===== src/rtl/kart_race_engine.sv =====
// kart_race_engine: frame-sequenced kart physics. One frame_tick walks every
// kart through steer -> trig lookup -> move -> lap check using a shared
// cos/sin table. Optional build macro: KART_COLLISION_EN (rejects a move that
// lands within 64 px of another kart in both axes; zeroes that kart's speed).
//
//   state     | meaning
//   ----------+----------------------------------------------------------
//   IDLE      | waiting for frame_tick (ignored once race_over is set)
//   STEER     | update dir/speed of kart k from its steer/accel inputs
//   TRIG_REQ  | one-cycle request of cos/sin for the new heading
//   TRIG_WAIT | hold until trig_valid, latch cos/sin
//   MOVE      | apply velocity, clamp; collision scan when enabled
//   LAPCHK    | count a finish-line crossing, declare a winner
//   NEXT      | advance to the next kart or finish the frame
module kart_race_engine #(
  parameter int NUM_KARTS     = 2,
  parameter int MAX_SPEED     = 6,
  parameter int LAPS_TO_WIN   = 3,
  parameter int POS_MIN       = 64,
  parameter int POS_MAX       = 1984,
  parameter int START_X       = 128,
  parameter int START_SPACING = 128,
  parameter int START_Y       = 100,
  parameter int FINISH_Y      = 100,
  parameter int FINISH_X_LO   = 64,
  parameter int FINISH_X_HI   = 512
) (
  input  logic                     clk,
  input  logic                     rst,
  input  logic                     frame_tick,
  input  logic [NUM_KARTS-1:0]     steer_l,
  input  logic [NUM_KARTS-1:0]     steer_r,
  input  logic [NUM_KARTS-1:0]     accel,
  input  logic                     ext_done,
  output logic                     trig_req,
  output logic [8:0]               trig_angle,
  input  logic                     trig_valid,
  input  logic signed [10:0]       trig_cos,
  input  logic signed [10:0]       trig_sin,
  output logic [11*NUM_KARTS-1:0]  kart_x,
  output logic [11*NUM_KARTS-1:0]  kart_y,
  output logic [9*NUM_KARTS-1:0]   kart_dir,
  output logic [3*NUM_KARTS-1:0]   kart_laps,
  output logic                     busy,
  output logic                     race_over,
  output logic [2:0]               winner,
  output logic                     overrun
);

  typedef enum logic [2:0] {IDLE, STEER, TRIG_REQ, TRIG_WAIT, MOVE, LAPCHK, NEXT} state_t;

  localparam logic [2:0]         LAST_K  = 3'(NUM_KARTS - 1);
  localparam logic [3:0]         SPD_MAX = 4'(MAX_SPEED);
  localparam logic [10:0]        PMIN    = 11'(POS_MIN);
  localparam logic [10:0]        PMAX    = 11'(POS_MAX);
  localparam logic [10:0]        FIN_Y   = 11'(FINISH_Y);
  localparam logic [10:0]        FIN_XL  = 11'(FINISH_X_LO);
  localparam logic [10:0]        FIN_XH  = 11'(FINISH_X_HI);
  localparam logic signed [15:0] PMIN_S  = 16'(POS_MIN);
  localparam logic signed [15:0] PMAX_S  = 16'(POS_MAX);

  state_t state;
  logic [2:0] k;

  // Per-kart state is held in 8-entry arrays so the 3-bit index always fits;
  // entries at or above NUM_KARTS are never visited.
  logic [10:0] x_r    [8];
  logic [10:0] y_r    [8];
  logic [8:0]  dir_r  [8];
  logic [3:0]  spd_r  [8];
  logic [2:0]  laps_r [8];

  logic signed [10:0] cos_r, sin_r;
  logic [10:0]        prev_y;

  logic [7:0] sl_ext, sr_ext, ac_ext;
  assign sl_ext = 8'(steer_l);
  assign sr_ext = 8'(steer_r);
  assign ac_ext = 8'(accel);

  // Next heading and speed for the kart being steered.
  logic [8:0] dir_nxt;
  logic [3:0] spd_nxt;
  always_comb begin
    dir_nxt = dir_r[k];
    if (sl_ext[k] && !sr_ext[k])
      dir_nxt = (dir_r[k] == 9'd359) ? 9'd0 : dir_r[k] + 9'd1;
    else if (sr_ext[k] && !sl_ext[k])
      dir_nxt = (dir_r[k] == 9'd0) ? 9'd359 : dir_r[k] - 9'd1;
    spd_nxt = spd_r[k];
    if (ac_ext[k])
      spd_nxt = (spd_r[k] >= SPD_MAX) ? SPD_MAX : spd_r[k] + 4'd1;
    else if (spd_r[k] != 4'd0)
      spd_nxt = spd_r[k] - 4'd1;
  end

  // Velocity in signed 16-bit, screen y grows downward so sin is negated.
  logic signed [15:0] spd_s, cos_s, sin_s, prod_x, prod_y, dx, dy, sum_x, sum_y;
  logic [10:0]        cand_x, cand_y;
  always_comb begin
    spd_s  = $signed({12'd0, spd_r[k]});
    cos_s  = $signed({{5{cos_r[10]}}, cos_r});
    sin_s  = $signed({{5{sin_r[10]}}, sin_r});
    prod_x = spd_s * cos_s;
    prod_y = spd_s * sin_s;
    dx     = prod_x >>> 9;
    dy     = -(prod_y >>> 9);
    sum_x  = $signed({5'd0, x_r[k]}) + dx;
    sum_y  = $signed({5'd0, y_r[k]}) + dy;
    if (sum_x < PMIN_S)      cand_x = PMIN;
    else if (sum_x > PMAX_S) cand_x = PMAX;
    else                     cand_x = sum_x[10:0];
    if (sum_y < PMIN_S)      cand_y = PMIN;
    else if (sum_y > PMAX_S) cand_y = PMAX;
    else                     cand_y = sum_y[10:0];
  end

  // Finish-line crossing: from below the line (larger y) onto or past it.
  logic       lap_hit;
  logic [2:0] lap_nxt;
  always_comb begin
    lap_hit = (prev_y > FIN_Y) && (y_r[k] <= FIN_Y) &&
              (x_r[k] >= FIN_XL) && (x_r[k] <= FIN_XH);
    lap_nxt = (laps_r[k] == 3'd7) ? 3'd7 : laps_r[k] + 3'd1;
  end

`ifdef KART_COLLISION_EN
  logic [2:0] j_r;
  logic       hit_r, hit_j;

  function automatic logic [10:0] absd(input logic [10:0] a, input logic [10:0] b);
    return (a > b) ? (a - b) : (b - a);
  endfunction

  // Overlap test of kart k's candidate against kart j_r (self excluded).
  always_comb begin
    hit_j = (j_r != k) && (int'(j_r) < NUM_KARTS) &&
            (absd(cand_x, x_r[j_r]) < 11'd64) && (absd(cand_y, y_r[j_r]) < 11'd64);
  end
`endif

  // Frame sequencer, per-kart state and race status.
  always_ff @(posedge clk) begin
    if (rst) begin
      state      <= IDLE;
      k          <= '0;
      busy       <= 1'b0;
      race_over  <= 1'b0;
      winner     <= '0;
      overrun    <= 1'b0;
      trig_req   <= 1'b0;
      trig_angle <= '0;
      cos_r      <= '0;
      sin_r      <= '0;
      prev_y     <= '0;
`ifdef KART_COLLISION_EN
      j_r        <= '0;
      hit_r      <= 1'b0;
`endif
      for (int i = 0; i < 8; i++) begin
        x_r[i]    <= 11'(START_X + i * START_SPACING);
        y_r[i]    <= 11'(START_Y);
        dir_r[i]  <= '0;
        spd_r[i]  <= '0;
        laps_r[i] <= '0;
      end
    end else begin
      if (frame_tick && busy)
        overrun <= 1'b1;
      if (ext_done && !race_over) begin
        race_over <= 1'b1;
        winner    <= 3'd7;
      end
      case (state)
        IDLE: begin
          if (frame_tick && !race_over) begin
            k     <= '0;
            busy  <= 1'b1;
            state <= STEER;
          end
        end
        STEER: begin
          dir_r[k]   <= dir_nxt;
          spd_r[k]   <= spd_nxt;
          trig_angle <= dir_nxt;
          trig_req   <= 1'b1;
          state      <= TRIG_REQ;
        end
        TRIG_REQ: begin
          trig_req <= 1'b0;
          state    <= TRIG_WAIT;
        end
        TRIG_WAIT: begin
          if (trig_valid) begin
            cos_r <= trig_cos;
            sin_r <= trig_sin;
`ifdef KART_COLLISION_EN
            j_r   <= '0;
            hit_r <= 1'b0;
`endif
            state <= MOVE;
          end
        end
        MOVE: begin
`ifdef KART_COLLISION_EN
          if (j_r == LAST_K) begin
            prev_y <= y_r[k];
            if (hit_r || hit_j) begin
              spd_r[k] <= '0;
            end else begin
              x_r[k] <= cand_x;
              y_r[k] <= cand_y;
            end
            state <= LAPCHK;
          end else begin
            j_r   <= j_r + 3'd1;
            hit_r <= hit_r | hit_j;
          end
`else
          prev_y <= y_r[k];
          x_r[k] <= cand_x;
          y_r[k] <= cand_y;
          state  <= LAPCHK;
`endif
        end
        LAPCHK: begin
          if (lap_hit) begin
            laps_r[k] <= lap_nxt;
            if (!race_over && int'(lap_nxt) >= LAPS_TO_WIN) begin
              race_over <= 1'b1;
              winner    <= k;
            end
          end
          state <= NEXT;
        end
        NEXT: begin
          if (k != LAST_K) begin
            k     <= k + 3'd1;
            state <= STEER;
          end else begin
            busy  <= 1'b0;
            state <= IDLE;
          end
        end
        default: state <= IDLE;
      endcase
    end
  end

  // Pack the per-kart registers onto the output buses, kart 0 in the LSBs.
  always_comb begin
    kart_x    = '0;
    kart_y    = '0;
    kart_dir  = '0;
    kart_laps = '0;
    for (int i = 0; i < NUM_KARTS; i++) begin
      kart_x[11*i +: 11]  = x_r[i];
      kart_y[11*i +: 11]  = y_r[i];
      kart_dir[9*i +: 9]  = dir_r[i];
      kart_laps[3*i +: 3] = laps_r[i];
    end
  end

endmodule

===== config.mk =====
export PLATFORM = sky130hd
export DESIGN_NAME = kart_race_engine
export DESIGN_NICKNAME = d
export VERILOG_FILES = /design/src/rtl/kart_race_engine.sv
export SDC_FILE = /design/constraint.sdc
export NUM_CORES = 1
export LEC_CHECK = 0
export CORE_ASPECT_RATIO = 0.8
export CORE_UTILIZATION = 65
export DETAILED_ROUTE_END_ITERATION = 8
export PLACE_DENSITY = 0.86
export SYNTH_ARGS = -nofsm -noshare
export SYNTH_HDL_FRONTEND = slang
export SYNTH_SLANG_ARGS = --single-unit

===== constraint.sdc =====
create_clock -name clk -period 16.7 [get_ports clk]
set_input_delay 3.34 -clock clk [delete_from_list [all_inputs] [get_ports clk]]
set_output_delay 3.34 -clock clk [all_outputs]
set_load 0.1 [all_outputs]

==> qor.txt <==
status = complete, no violations
Clk Latency, worst-skew pair = 550 ps
number of synthesized flops with an enable pin = 304
Netlist Area Pre-Place = 0.0213 mm²
Routed wire per std cell = 23.9 µm
kind of critical path = reg -> reg
Synth top area share = 0.429
ys flop type = edfxtp_1
Clock Skews = 25.3 ps
Routed Antenna Nets = 0
power per cell area = 92.1 mW/mm²
Worst path max stage delay = 950 ps
hpwl dp = 37900 µm
routed wire length = 57700 µm
Hold/Removal Path Class = reg -> reg
row cnt = 58
final std cells w/o fill = 2412
H-Tree Depth = 2
syn_nets = 2069
Syn Inst Count = 1907
Port Buffers = 116
Final Setup Violations = 0
Area Overhead vs Synth = 12.9%
Initial Util = 0.670
nature of the critical path startpoint = register
max_cap viols = 0
Via Count = 16600
worst path required time = 17060 ps
Final Slew Violations = 0
Mean Syn Cell Area = 11.2 µm²
cell with the most instances after synthesis = edfxtp_1
Yosys reg bits = 362
Core Region = 0.0318 mm²
Worst-Margin Slew = 1170 ps
hold_buf cts = 0
vias in the first global route = 16400
period utilization = 0.550
Ys Warns = 0
Die Y = 164 µm
via/cell ratio = 6.86
Max Clock Freq = 109 MHz
number of setup buffers added after CTS = 0
Critical Path AT = 9550 ps
RSZ-0062 raised after global routing = no
hold wc startpoint = sin_r[0]
ys async rst share = 0
P_leak = 8.85 nW
GRT Total Usage = 0.351
CTS Buf Count = 37
drt drc = 0
full die area = 0.0335 mm²
Seq/Total Area, Yosys = 0.483
largest net degree at the start of global routing = 89
Max IR drop VDD = 0.0000779 V
top cells by area, synth = edfxtp_1 (43%), mux4_2 (7.6%), dfxtp_1 (5.5%)
# resized after CTS = 0
crit path max-delay cell type = dfxtp_4
io pins = 117
# nets final = 2126
gpl congestion = 0.950
Die Wd = 204 µm
Synth top cells by count = edfxtp_1 (304), nor2_1 (217), nand2_1 (191)
max_slew headroom = 0.217
CTS tree = built
Iter 0 DRT Violations = 2328
Clock Path Buffers = 3
crit end category = register
initial antenna violation count = 0
clock sinks = 362
cell taking the most area after synthesis = edfxtp_1
clock root buffer = clkbuf_16
fin crit period = 9190 ps
Final Hold Vio Count = 0
first-pass GRT wire length = 90300 µm
Clock transition at path regs = 60 ps
top cell family by delay on the critical path = compound AO/OA/AOI/OAI gates
# diodes = 0
Crit Path Max Fanout = 49
setup TNS = 0 ps
Worst Path Buf+Inv = 3
DP Cell Count = 2345
Netlist cell types = 89
DRT Pass-1 Iters = 6
gr ovfl total = 0
layout cells sized above 1 = 0.113
where the power goes:
group | total, W | leakage, nW | internal, W | switching [W]
Combinational | 0.000234 | 4.70 | 0.0000590 | 0.000175
Sequential | 0.00102 | 3.48 | 0.00100 | 0.0000145
Clock | 0.000960 | 0.668 | 0.000591 | 0.000369
layer usage:
layer	part of all wire	wire length (µm)	global-route usage
met1	0.37	21500	0.485
met2	0.47	27200	0.561
met3	0.13	7530	0.0681
met4	0.027	1550	0.118
met5	0	0	0
final timing paths:
| path | slack (ps) | cells past startpoint | endpoint |
|---|---|---|---|
| max | 7510 | 26 | x_r[2][6] |
| max reg2reg | 7510 | 26 | x_r[2][6] |
| min reg2reg | 490 | 2 | sin_r[0] |
| min | 490 | 2 | sin_r[0] |
stage by stage:
step	cell area [µm²]	worst slack, ps	hold slack, ps	util	power (W)
after floorplan	21300	8000	449	-	0.00120
after global placement	22600	8100	462	0.712	0.00126
after detailed placement	22600	7670	476	0.712	0.00126
after CTS	24000	7630	486	0.756	0.00221
after global routing	24000	6890	517	0.756	0.00226
final	24000	7510	485	0.756	0.00221
sequential cells by signal, indices dropped and copies added (netlist names), 9 cells and up, named ones only:
register and cells:
x_r 88, y_r 88, dir_r 72, spd_r 32, laps_r 24, cos_r 11, prev_y 11, sin_r 11
trig_angle 9
worst min-delay path: cells and delay by family (launching register included):
kind             cells  cell delay, ps
flip-flops           1             330
AO/OA/AOI/OAI        1              50
AND/OR/NAND/NOR      1              60
layout make-up:
| cell class | count | area (µm²) |
|---|---|---|
| clock inverters | 24 | 430 |
| clock buffers | 43 | 970 |
| multi-input cells | 1297 | 9990 |
| fillers | 1950 | 7760 |
| inverters | 125 | 469 |
| repair buffers | 141 | 1340 |
| flip-flops and latches | 362 | 10300 |
| well taps | 420 | 526 |
placed cells by master (no fill, tap or decap), drive strengths merged, types with 12 or more instances in the layout:
| cell | n |
|---|---|
| dfxtp | 58 |
| inv | 124 |
| nand2 | 193 |
| xnor2 | 24 |
| buf | 26 |
| mux2 | 14 |
| clkbuf | 43 |
| nor2b | 52 |
| fa | 46 |
| mux2i | 32 |
| a22oi | 16 |
| o21ai | 38 |
| nand3 | 18 |
| mux4 | 72 |
| a211oi | 39 |
| edfxtp | 304 |
| clkdlybuf4s50 | 115 |
| nor4 | 101 |
| nor2 | 220 |
| a21oi | 88 |
| ha | 83 |
| xor2 | 12 |
| and2 | 28 |
| nor3 | 40 |
| a2111oi | 12 |
| o31ai | 22 |
cells by family after synthesis:
group | synth area share
simple gates | 0.167
mux | 0.101
flops | 0.483
fa+ha+maj | 0.0921
compound gates | 0.0935
buf+inv | 0.0483
xor+xnor | 0.0152
Note: power is estimated with default switching activity, not from simulation.
